File: config.mk
export PLATFORM = sky130hd
export DESIGN_NAME = axi_txn_limiter
export DESIGN_NICKNAME = d
export VERILOG_FILES = /design/src/rtl/axi_txn_limiter.sv
export SDC_FILE = /design/constraint.sdc
export NUM_CORES = 1
export LEC_CHECK = 0
export CORE_AREA = 2 2 151 153
export DETAILED_ROUTE_END_ITERATION = 16
export DIE_AREA = 0 0 153 155
export GPL_TIMING_DRIVEN = 1
export PLACE_DENSITY_LB_ADDON = 0.25
export SLEW_MARGIN = 20
export SYNTH_ARGS = -nofsm -noshare
export SYNTH_HDL_FRONTEND = slang
export SYNTH_SLANG_ARGS = --single-unit
File: constraint.sdc
create_clock -name clk_i -period 1.3 [get_ports clk_i]
set_clock_uncertainty 0.05 [all_clocks]
set_input_delay 0.13 -clock clk_i [delete_from_list [all_inputs] [get_ports clk_i]]
set_output_delay 0.13 -clock clk_i [all_outputs]
set_load 0.01 [all_outputs]
File: src/rtl/axi_txn_limiter.sv
// Outstanding-transaction limiter for AXI4: gates AW/AR handshakes against per-direction burst
// counters and offers a flush/idle handshake for draining the downstream cut chain.
package axi_txn_pkg;

    typedef struct packed {
        logic [3:0]  id;
        logic [31:0] addr;
        logic [7:0]  len;
        logic [2:0]  size;
        logic [1:0]  burst;
    } axi_ax_t;

    typedef struct packed {
        logic [31:0] data;
        logic [3:0]  strb;
        logic        last;
    } axi_w_t;

    typedef struct packed {
        logic [3:0] id;
        logic [1:0] resp;
    } axi_b_t;

    typedef struct packed {
        logic [3:0]  id;
        logic [31:0] data;
        logic [1:0]  resp;
        logic        last;
    } axi_r_t;

    typedef struct packed {
        axi_ax_t aw;
        logic    aw_valid;
        axi_w_t  w;
        logic    w_valid;
        logic    b_ready;
        axi_ax_t ar;
        logic    ar_valid;
        logic    r_ready;
    } axi_req_t;

    typedef struct packed {
        logic    aw_ready;
        logic    w_ready;
        axi_b_t  b;
        logic    b_valid;
        logic    ar_ready;
        axi_r_t  r;
        logic    r_valid;
    } axi_resp_t;

endpackage

module axi_txn_limiter #(
    parameter int unsigned MaxReads  = 4,
    parameter int unsigned MaxWrites = 4,
    parameter type req_t  = axi_txn_pkg::axi_req_t,
    parameter type resp_t = axi_txn_pkg::axi_resp_t,
    localparam int unsigned RdW = $clog2(MaxReads + 1),
    localparam int unsigned WrW = $clog2(MaxWrites + 1)
) (
    input  logic           clk_i,
    input  logic           rst_i,
    input  req_t           slv_req_i,
    output resp_t          slv_resp_o,
    output req_t           mst_req_o,
    input  resp_t          mst_resp_i,
    input  logic           flush_i,
    output logic           idle_o,
    output logic [RdW-1:0] rd_outstanding_o,
    output logic [WrW-1:0] wr_outstanding_o,
    output logic           err_o
);

    localparam logic [RdW-1:0] RdMax  = RdW'(MaxReads);
    localparam logic [WrW-1:0] WrMax  = WrW'(MaxWrites);
    localparam logic [RdW-1:0] RdZero = {RdW{1'b0}};
    localparam logic [WrW-1:0] WrZero = {WrW{1'b0}};
    localparam logic [RdW-1:0] RdOne  = RdW'(1'b1);
    localparam logic [WrW-1:0] WrOne  = WrW'(1'b1);

    logic [RdW-1:0] rd_cnt_r, rd_cnt_nxt_s;
    logic [WrW-1:0] wr_cnt_r, wr_cnt_nxt_s;
    logic           err_r;
    logic           aw_open_s, ar_open_s;
    logic           wr_inc_s, wr_dec_s, rd_inc_s, rd_dec_s;
    logic           wr_err_s, rd_err_s;

    // Gates are a function of registered counts and flush only, never of B/R
    assign aw_open_s = (wr_cnt_r < WrMax) && !flush_i;
    assign ar_open_s = (rd_cnt_r < RdMax) && !flush_i;

    assign wr_inc_s = slv_req_i.aw_valid & aw_open_s & mst_resp_i.aw_ready;
    assign wr_dec_s = mst_resp_i.b_valid & slv_req_i.b_ready;
    assign rd_inc_s = slv_req_i.ar_valid & ar_open_s & mst_resp_i.ar_ready;
    assign rd_dec_s = mst_resp_i.r_valid & slv_req_i.r_ready & mst_resp_i.r.last;

    // Combinational pass-through with AW/AR valid/ready gated
    always_comb begin
        mst_req_o           = slv_req_i;
        slv_resp_o          = mst_resp_i;
        mst_req_o.aw_valid  = slv_req_i.aw_valid & aw_open_s;
        mst_req_o.ar_valid  = slv_req_i.ar_valid & ar_open_s;
        slv_resp_o.aw_ready = mst_resp_i.aw_ready & aw_open_s;
        slv_resp_o.ar_ready = mst_resp_i.ar_ready & ar_open_s;
    end

    // Write counter next state; a retire at zero saturates and flags an error
    always_comb begin
        wr_cnt_nxt_s = wr_cnt_r;
        case ({wr_inc_s, wr_dec_s})
            2'b10: wr_cnt_nxt_s = wr_cnt_r + WrOne;
            2'b01: begin
                if (wr_cnt_r == WrZero) begin
                    wr_cnt_nxt_s = WrZero;
                end else begin
                    wr_cnt_nxt_s = wr_cnt_r - WrOne;
                end
            end
            default: wr_cnt_nxt_s = wr_cnt_r;
        endcase
        if (wr_dec_s && (wr_cnt_r == WrZero)) begin
            wr_err_s = 1'b1;
        end else begin
            wr_err_s = 1'b0;
        end
    end

    // Read counter next state; only the last R beat of a burst retires it
    always_comb begin
        rd_cnt_nxt_s = rd_cnt_r;
        case ({rd_inc_s, rd_dec_s})
            2'b10: rd_cnt_nxt_s = rd_cnt_r + RdOne;
            2'b01: begin
                if (rd_cnt_r == RdZero) begin
                    rd_cnt_nxt_s = RdZero;
                end else begin
                    rd_cnt_nxt_s = rd_cnt_r - RdOne;
                end
            end
            default: rd_cnt_nxt_s = rd_cnt_r;
        endcase
        if (rd_dec_s && (rd_cnt_r == RdZero)) begin
            rd_err_s = 1'b1;
        end else begin
            rd_err_s = 1'b0;
        end
    end

    // Counter and sticky-error registers
    always_ff @(posedge clk_i or posedge rst_i) begin
        if (rst_i) begin
            wr_cnt_r <= WrZero;
            rd_cnt_r <= RdZero;
            err_r    <= 1'b0;
        end else begin
            wr_cnt_r <= wr_cnt_nxt_s;
            rd_cnt_r <= rd_cnt_nxt_s;
            err_r    <= err_r | wr_err_s | rd_err_s;
        end
    end

    assign wr_outstanding_o = wr_cnt_r;
    assign rd_outstanding_o = rd_cnt_r;
    assign err_o            = err_r;
    assign idle_o           = (wr_cnt_r == WrZero) && (rd_cnt_r == RdZero);

endmodule
Word level (Yosys, flattened, before mapping)
Index checks and enable logic that the tools add are counted.
- $add $sub $neg: 4
- $lt $le $gt $ge: 2
- equal/unequal tests: 4
- multiplexer cells: 6
- bitwise gates (word level): 11
- reductions and logical operators: 10
- operators with widths (kind ; count):
    $pmux W3 S2 ; 2
    $and A1 B1 Y1 ; 9
    $add A3 B1 Y3 const B ; 2
    $logic_not A3 Y1 ; 2
    $lt A3 B3 Y1 const B ; 2
    $mux W3 ; 2
    $sub A3 B1 Y3 const B ; 2
    $logic_and A1 B1 Y1 ; 5
    $eq A2 B1 Y1 const B ; 2
    $eq A2 B2 Y1 const B ; 2
    $reduce_bool A2 Y1 ; 2
    $mux W1 ; 2
    $or A1 B1 Y1 ; 2
    $logic_not A1 Y1 ; 1
- register bits after elaboration: 7
- input bits: 193
- output and inout port bits: 198
- word-level logic and storage cells: 40

Longest topological paths before layout
- depth in word-level cells: 6
- gate-level depth with buffers: 7
- depth with buffers taken out: 7

Worst setup path before layout
Ideal clock, no wire load.
- path type: register to register
- start: reg rd_cnt_r[2], in the netlist rd_outstanding_o[2]
- end: reg rd_cnt_r[0], in the netlist rd_outstanding_o[0]
- library setup time: 0.064 ns
- arrival time: 1.605 ns
- data required time: 1.186 ns
- setup slack: -0.419 ns
- stages on the path, launching flop included: 6
- buffers on the path: 0
- clock period less this slack: 1.719 ns
- path through: dfrtp_1 -> nor3b_1 -> nand2_1 -> ha_1 -> a211oi_1 -> a21o_1
- word-level cells in the longest chain between the ends: 6
- elaborated cells between the ends (all ways): 10
- classes of those cells: order compare: 1; eq/ne: 2; mux: 2; bitwise: 2; reduce/logical: 3
- ends and longest elaborated chain (what ; RTL line ; RTL):
    start: declaration ; 82 ; logic [RdW-1:0] rd_cnt_r, rd_cnt_nxt_s;
    start signal: assignment ; 154 ; rd_cnt_r <= RdZero;
    start signal: assignment ; 158 ; rd_cnt_r <= rd_cnt_nxt_s;
    $lt A3 B3 Y1 ; 91 ; assign ar_open_s = (rd_cnt_r < RdMax) && !flush_i;
    $logic_and A1 B1 Y1 ; 91 ;
    $and A1 B1 Y1 (2 in a row) ; 95 ; assign rd_inc_s = slv_req_i.ar_valid & ar_open_s & mst_resp_i.ar_ready;
    $eq A2 B1 Y1 / $eq A2 B2 Y1 (equally long branches) ; 132 ; case ({rd_inc_s, rd_dec_s})
    $pmux W3 S2 / $reduce_bool A2 Y1 (equally long branches) ; n/a ;
Several ways; a longest one is shown, not always the timed one.
A chain may end at the register's enable or synchronous reset.

Worst setup path in the final report
- start: reg wr_cnt_r[2], in the netlist wr_outstanding_o[2]
- end: reg wr_cnt_r[1], in the netlist wr_outstanding_o[1]
- word-level cells in the longest chain between the ends: 6
- elaborated cells between the ends (all ways): 10
- classes of those cells: order compare: 1; eq/ne: 2; mux: 2; bitwise: 2; reduce/logical: 3
- ends and longest elaborated chain (what ; RTL line ; RTL):
    start: declaration ; 83 ; logic [WrW-1:0] wr_cnt_r, wr_cnt_nxt_s;
    start signal: assignment ; 153 ; wr_cnt_r <= WrZero;
    start signal: assignment ; 157 ; wr_cnt_r <= wr_cnt_nxt_s;
    $lt A3 B3 Y1 ; 90 ; assign aw_open_s = (wr_cnt_r < WrMax) && !flush_i;
    $logic_and A1 B1 Y1 ; 90 ;
    $and A1 B1 Y1 (2 in a row) ; 93 ; assign wr_inc_s = slv_req_i.aw_valid & aw_open_s & mst_resp_i.aw_ready;
    $eq A2 B1 Y1 / $eq A2 B2 Y1 (equally long branches) ; 111 ; case ({wr_inc_s, wr_dec_s})
    $pmux W3 S2 / $reduce_bool A2 Y1 (equally long branches) ; n/a ;
Several ways; a longest one is shown, not always the timed one.

==> qor.csv <==
metric,value,unit
outcome,finished with violations,
violations,negative setup slack,
rr_endpoint,wr_outstanding_o[1],
drive_gt1_frac,0.509,
syn2layout_area_growth,-20.4,%
grtUsageTotal,0.0302,
dp_hpwl,3060,um
endpoint_kind,flip-flop,
cts.path.max_buffers,2,
cts_hold_buf,0,
grt_pass1_vias,898,
synthDistinctLibCells,19,
drt_pre_antenna_iters,3,
worst_pin_slew,382,ps
hold_path.class,primary input to asynchronous set/reset pin,
final_antenna_net_count,0,
grt_pass1_wl,5290,um
path_max_fanout,6,
start_util,0.0871,
reg2reg_from,wr_outstanding_o[2],
finalHoldViolations,0,
relSlewSlack,0.745,
dr.max_layer_used,met4,
final.min_clock_period,1430,ps
cts-htree-levels,1,
cp.required,1370,ps
wl_met2,1430,um
met3_length,529,um
final_area,1540,um^2
drt_first_iter_violations,23,
rsz0062_at_grt,true,
wl,3700,um
met1Wirelength,1080,um
worst_slack,-133,ps
ys_seq_area_frac,0.0905,
placed_area,1410,um^2
place.gp.congestion,0.670,
synth_area_per_cell,7.93,um^2
cts_root_buf,clkbuf_16,
synth_nets,446,
insertion_delay,230,ps
synth_cells,244,
leakage,0.000574,uW
globalRouteOverflowTotal,0,
finalNetCount,315,
cts_buffers,3,
rows,55,
ir_worst_vdd,0.000487,V
core_area,22200,um^2
io_buffers,28,
crit_end,wr_outstanding_o[1],
period_share,1.10,
wire_per_inst,9.33,um
cts_tree,yes,
yosys_warnings,0,
drc,0,
power_density,1690,nW/um^2
synth_area,1940,um^2
hold_ws,140,ps
fp.dieH,155,um
diodes,0,
rrSetupSlack,-130,ps
setup_viol,9,
viasPerCell,2.03,
die_x,153,um
crit_start,wr_outstanding_o[2],
drv_slew,0,
die-area,23700,um^2
num_vias,807,
ys_ff_latch,7,
grt_antenna_before_repair,0,
ios,391,
ff2ff_path_depth,7,
grt_max_degree,8,
path_class,flip-flop to flip-flop,
max_freq,0.698,GHz
crit_arrival,1500,ps
clk_transition_reported_paths,40,ps
dp_slack,-396,ps
cts.sinks,7,
critPathLaunchType,flip-flop,
max_cap_violations,0,
-- cell families (layout without fill, tap and decap cells) --
family / after synthesis / in the layout / share of synthesized area
flip-flops: 7 / 7 / 0.0905
adder cells (fa/ha/maj): 9 / 9 / 0.0582
buffers and inverters: 193 / 61 / 0.735
multiplexers: 3 / 3 / 0.0155
AND/OR/NAND/NOR: 18 / 18 / 0.0511
AO/OA/AOI/OAI: 14 / 14 / 0.0498
-- layout make-up --
cell class / count / area (um^2)
fill: 2584 / 20700
multi-input combinational: 44 / 472
timing repair buffer: 50 / 428
tap: 285 / 357
sequential: 7 / 180
clock buffer: 4 / 78.8
inverter: 7 / 26.3
-- synth_stat cells (all sizes together) --
library cell | n | share of area
nor2b | 2 | 0.0078
nor3b | 3 | 0.012
a211oi | 3 | 0.012
o31ai | 1 | 0.0039
o21ai | 4 | 0.010
dfrtp | 7 | 0.090
mux2i | 3 | 0.016
and3 | 1 | 0.0032
a21oi | 1 | 0.0026
inv | 7 | 0.014
ha | 9 | 0.058
buf | 186 | 0.72
nand2 | 2 | 0.0039
a221o | 1 | 0.0052
a22o | 1 | 0.0045
and2 | 4 | 0.013
nor2 | 6 | 0.012
a21o | 3 | 0.012
-- worst min path at each step --
stage | slack (ps) | from | endpoint | cells past startpoint
floorplan | -120 | rst_i | err_o | 1
global placement | 210 | slv_req_i[104] | mst_req_o[104] | 0
detailed placement | 210 | slv_req_i[104] | mst_req_o[104] | 0
CTS | 170 | rst_i | wr_outstanding_o[1] | 2
global route | 190 | rst_i | wr_outstanding_o[1] | 2
finish | 140 | rst_i | wr_outstanding_o[1] | 2
-- flip-flops by register name (all words and copies together), names as in the netlist --
signal,flops
wr_outstanding_o,3
rd_outstanding_o,3
err_o,1
-- per-stage QoR --
| step | util | TNS [ps] | power, uW | instances |
|---|---|---|---|---|
| final | 0.0693 | -790 | 2600 | 397 |
| after global routing | 0.0693 | -1410 | 2850 | 397 |
| after CTS | 0.0686 | -955 | 2600 | 397 |
| after detailed placement | 0.0633 | -4230 | 1930 | 388 |
| after global placement | 0.0633 | -4030 | 1950 | 388 |
| after floorplan | - | -745 | 1690 | 244 |
-- critical path, stage by stage, from the launching register on --
cell and delay (ps):
dfrtp_2 400, buf_6 120, nor2_4 70, and2_4 150
nand2_4 50, ha_4 290, a211oi_2 40, a21o_1 150
-- per-layer routing --
metal  global-route usage  vias to the layer above
li1                     -                      314
met3               0.0201                       80
met5                    0                        -
met1               0.0234                      351
met4               0.0542                        0
met2               0.0380                       62
-- where the power goes --
| group | internal [uW] | switching [uW] |
|---|---|---|
| clock | 409 | 123 |
| sequential | 322 | 79.5 |
| combinational | 940 | 730 |
-- layout by cell type, fill, tap and decap left out, types with 2 or more instances in the layout --
cell / count
buf_4: 19
clkdlybuf4s50_1: 10
dlygate4sd2_1: 9
ha_4: 5
buf_6: 5
nor2_1: 4
inv_2: 4
ha_1: 4
buf_2: 4
dfrtp_2: 4
a211oi_2: 3
a21o_1: 3
o21ai_1: 3
inv_1: 3
mux2i_1: 3
clkbuf_16: 3
dfrtp_1: 3
clkdlybuf4s15_1: 3
nor3b_2: 2
nor2_4: 2
and2_4: 2
and2_1: 2
-- repair_timing --
item / 4_1_cts / 5_1_grt
setup endpoints to repair: 24 / 12
pin swaps: 8 / 7
gates cloned: 0 / 0
gates resized for setup: 49 / 5
setup buffers: 5 / 0
endpoints found under the hold margin: 0 / 0
Power figures use the tool's default switching activity.
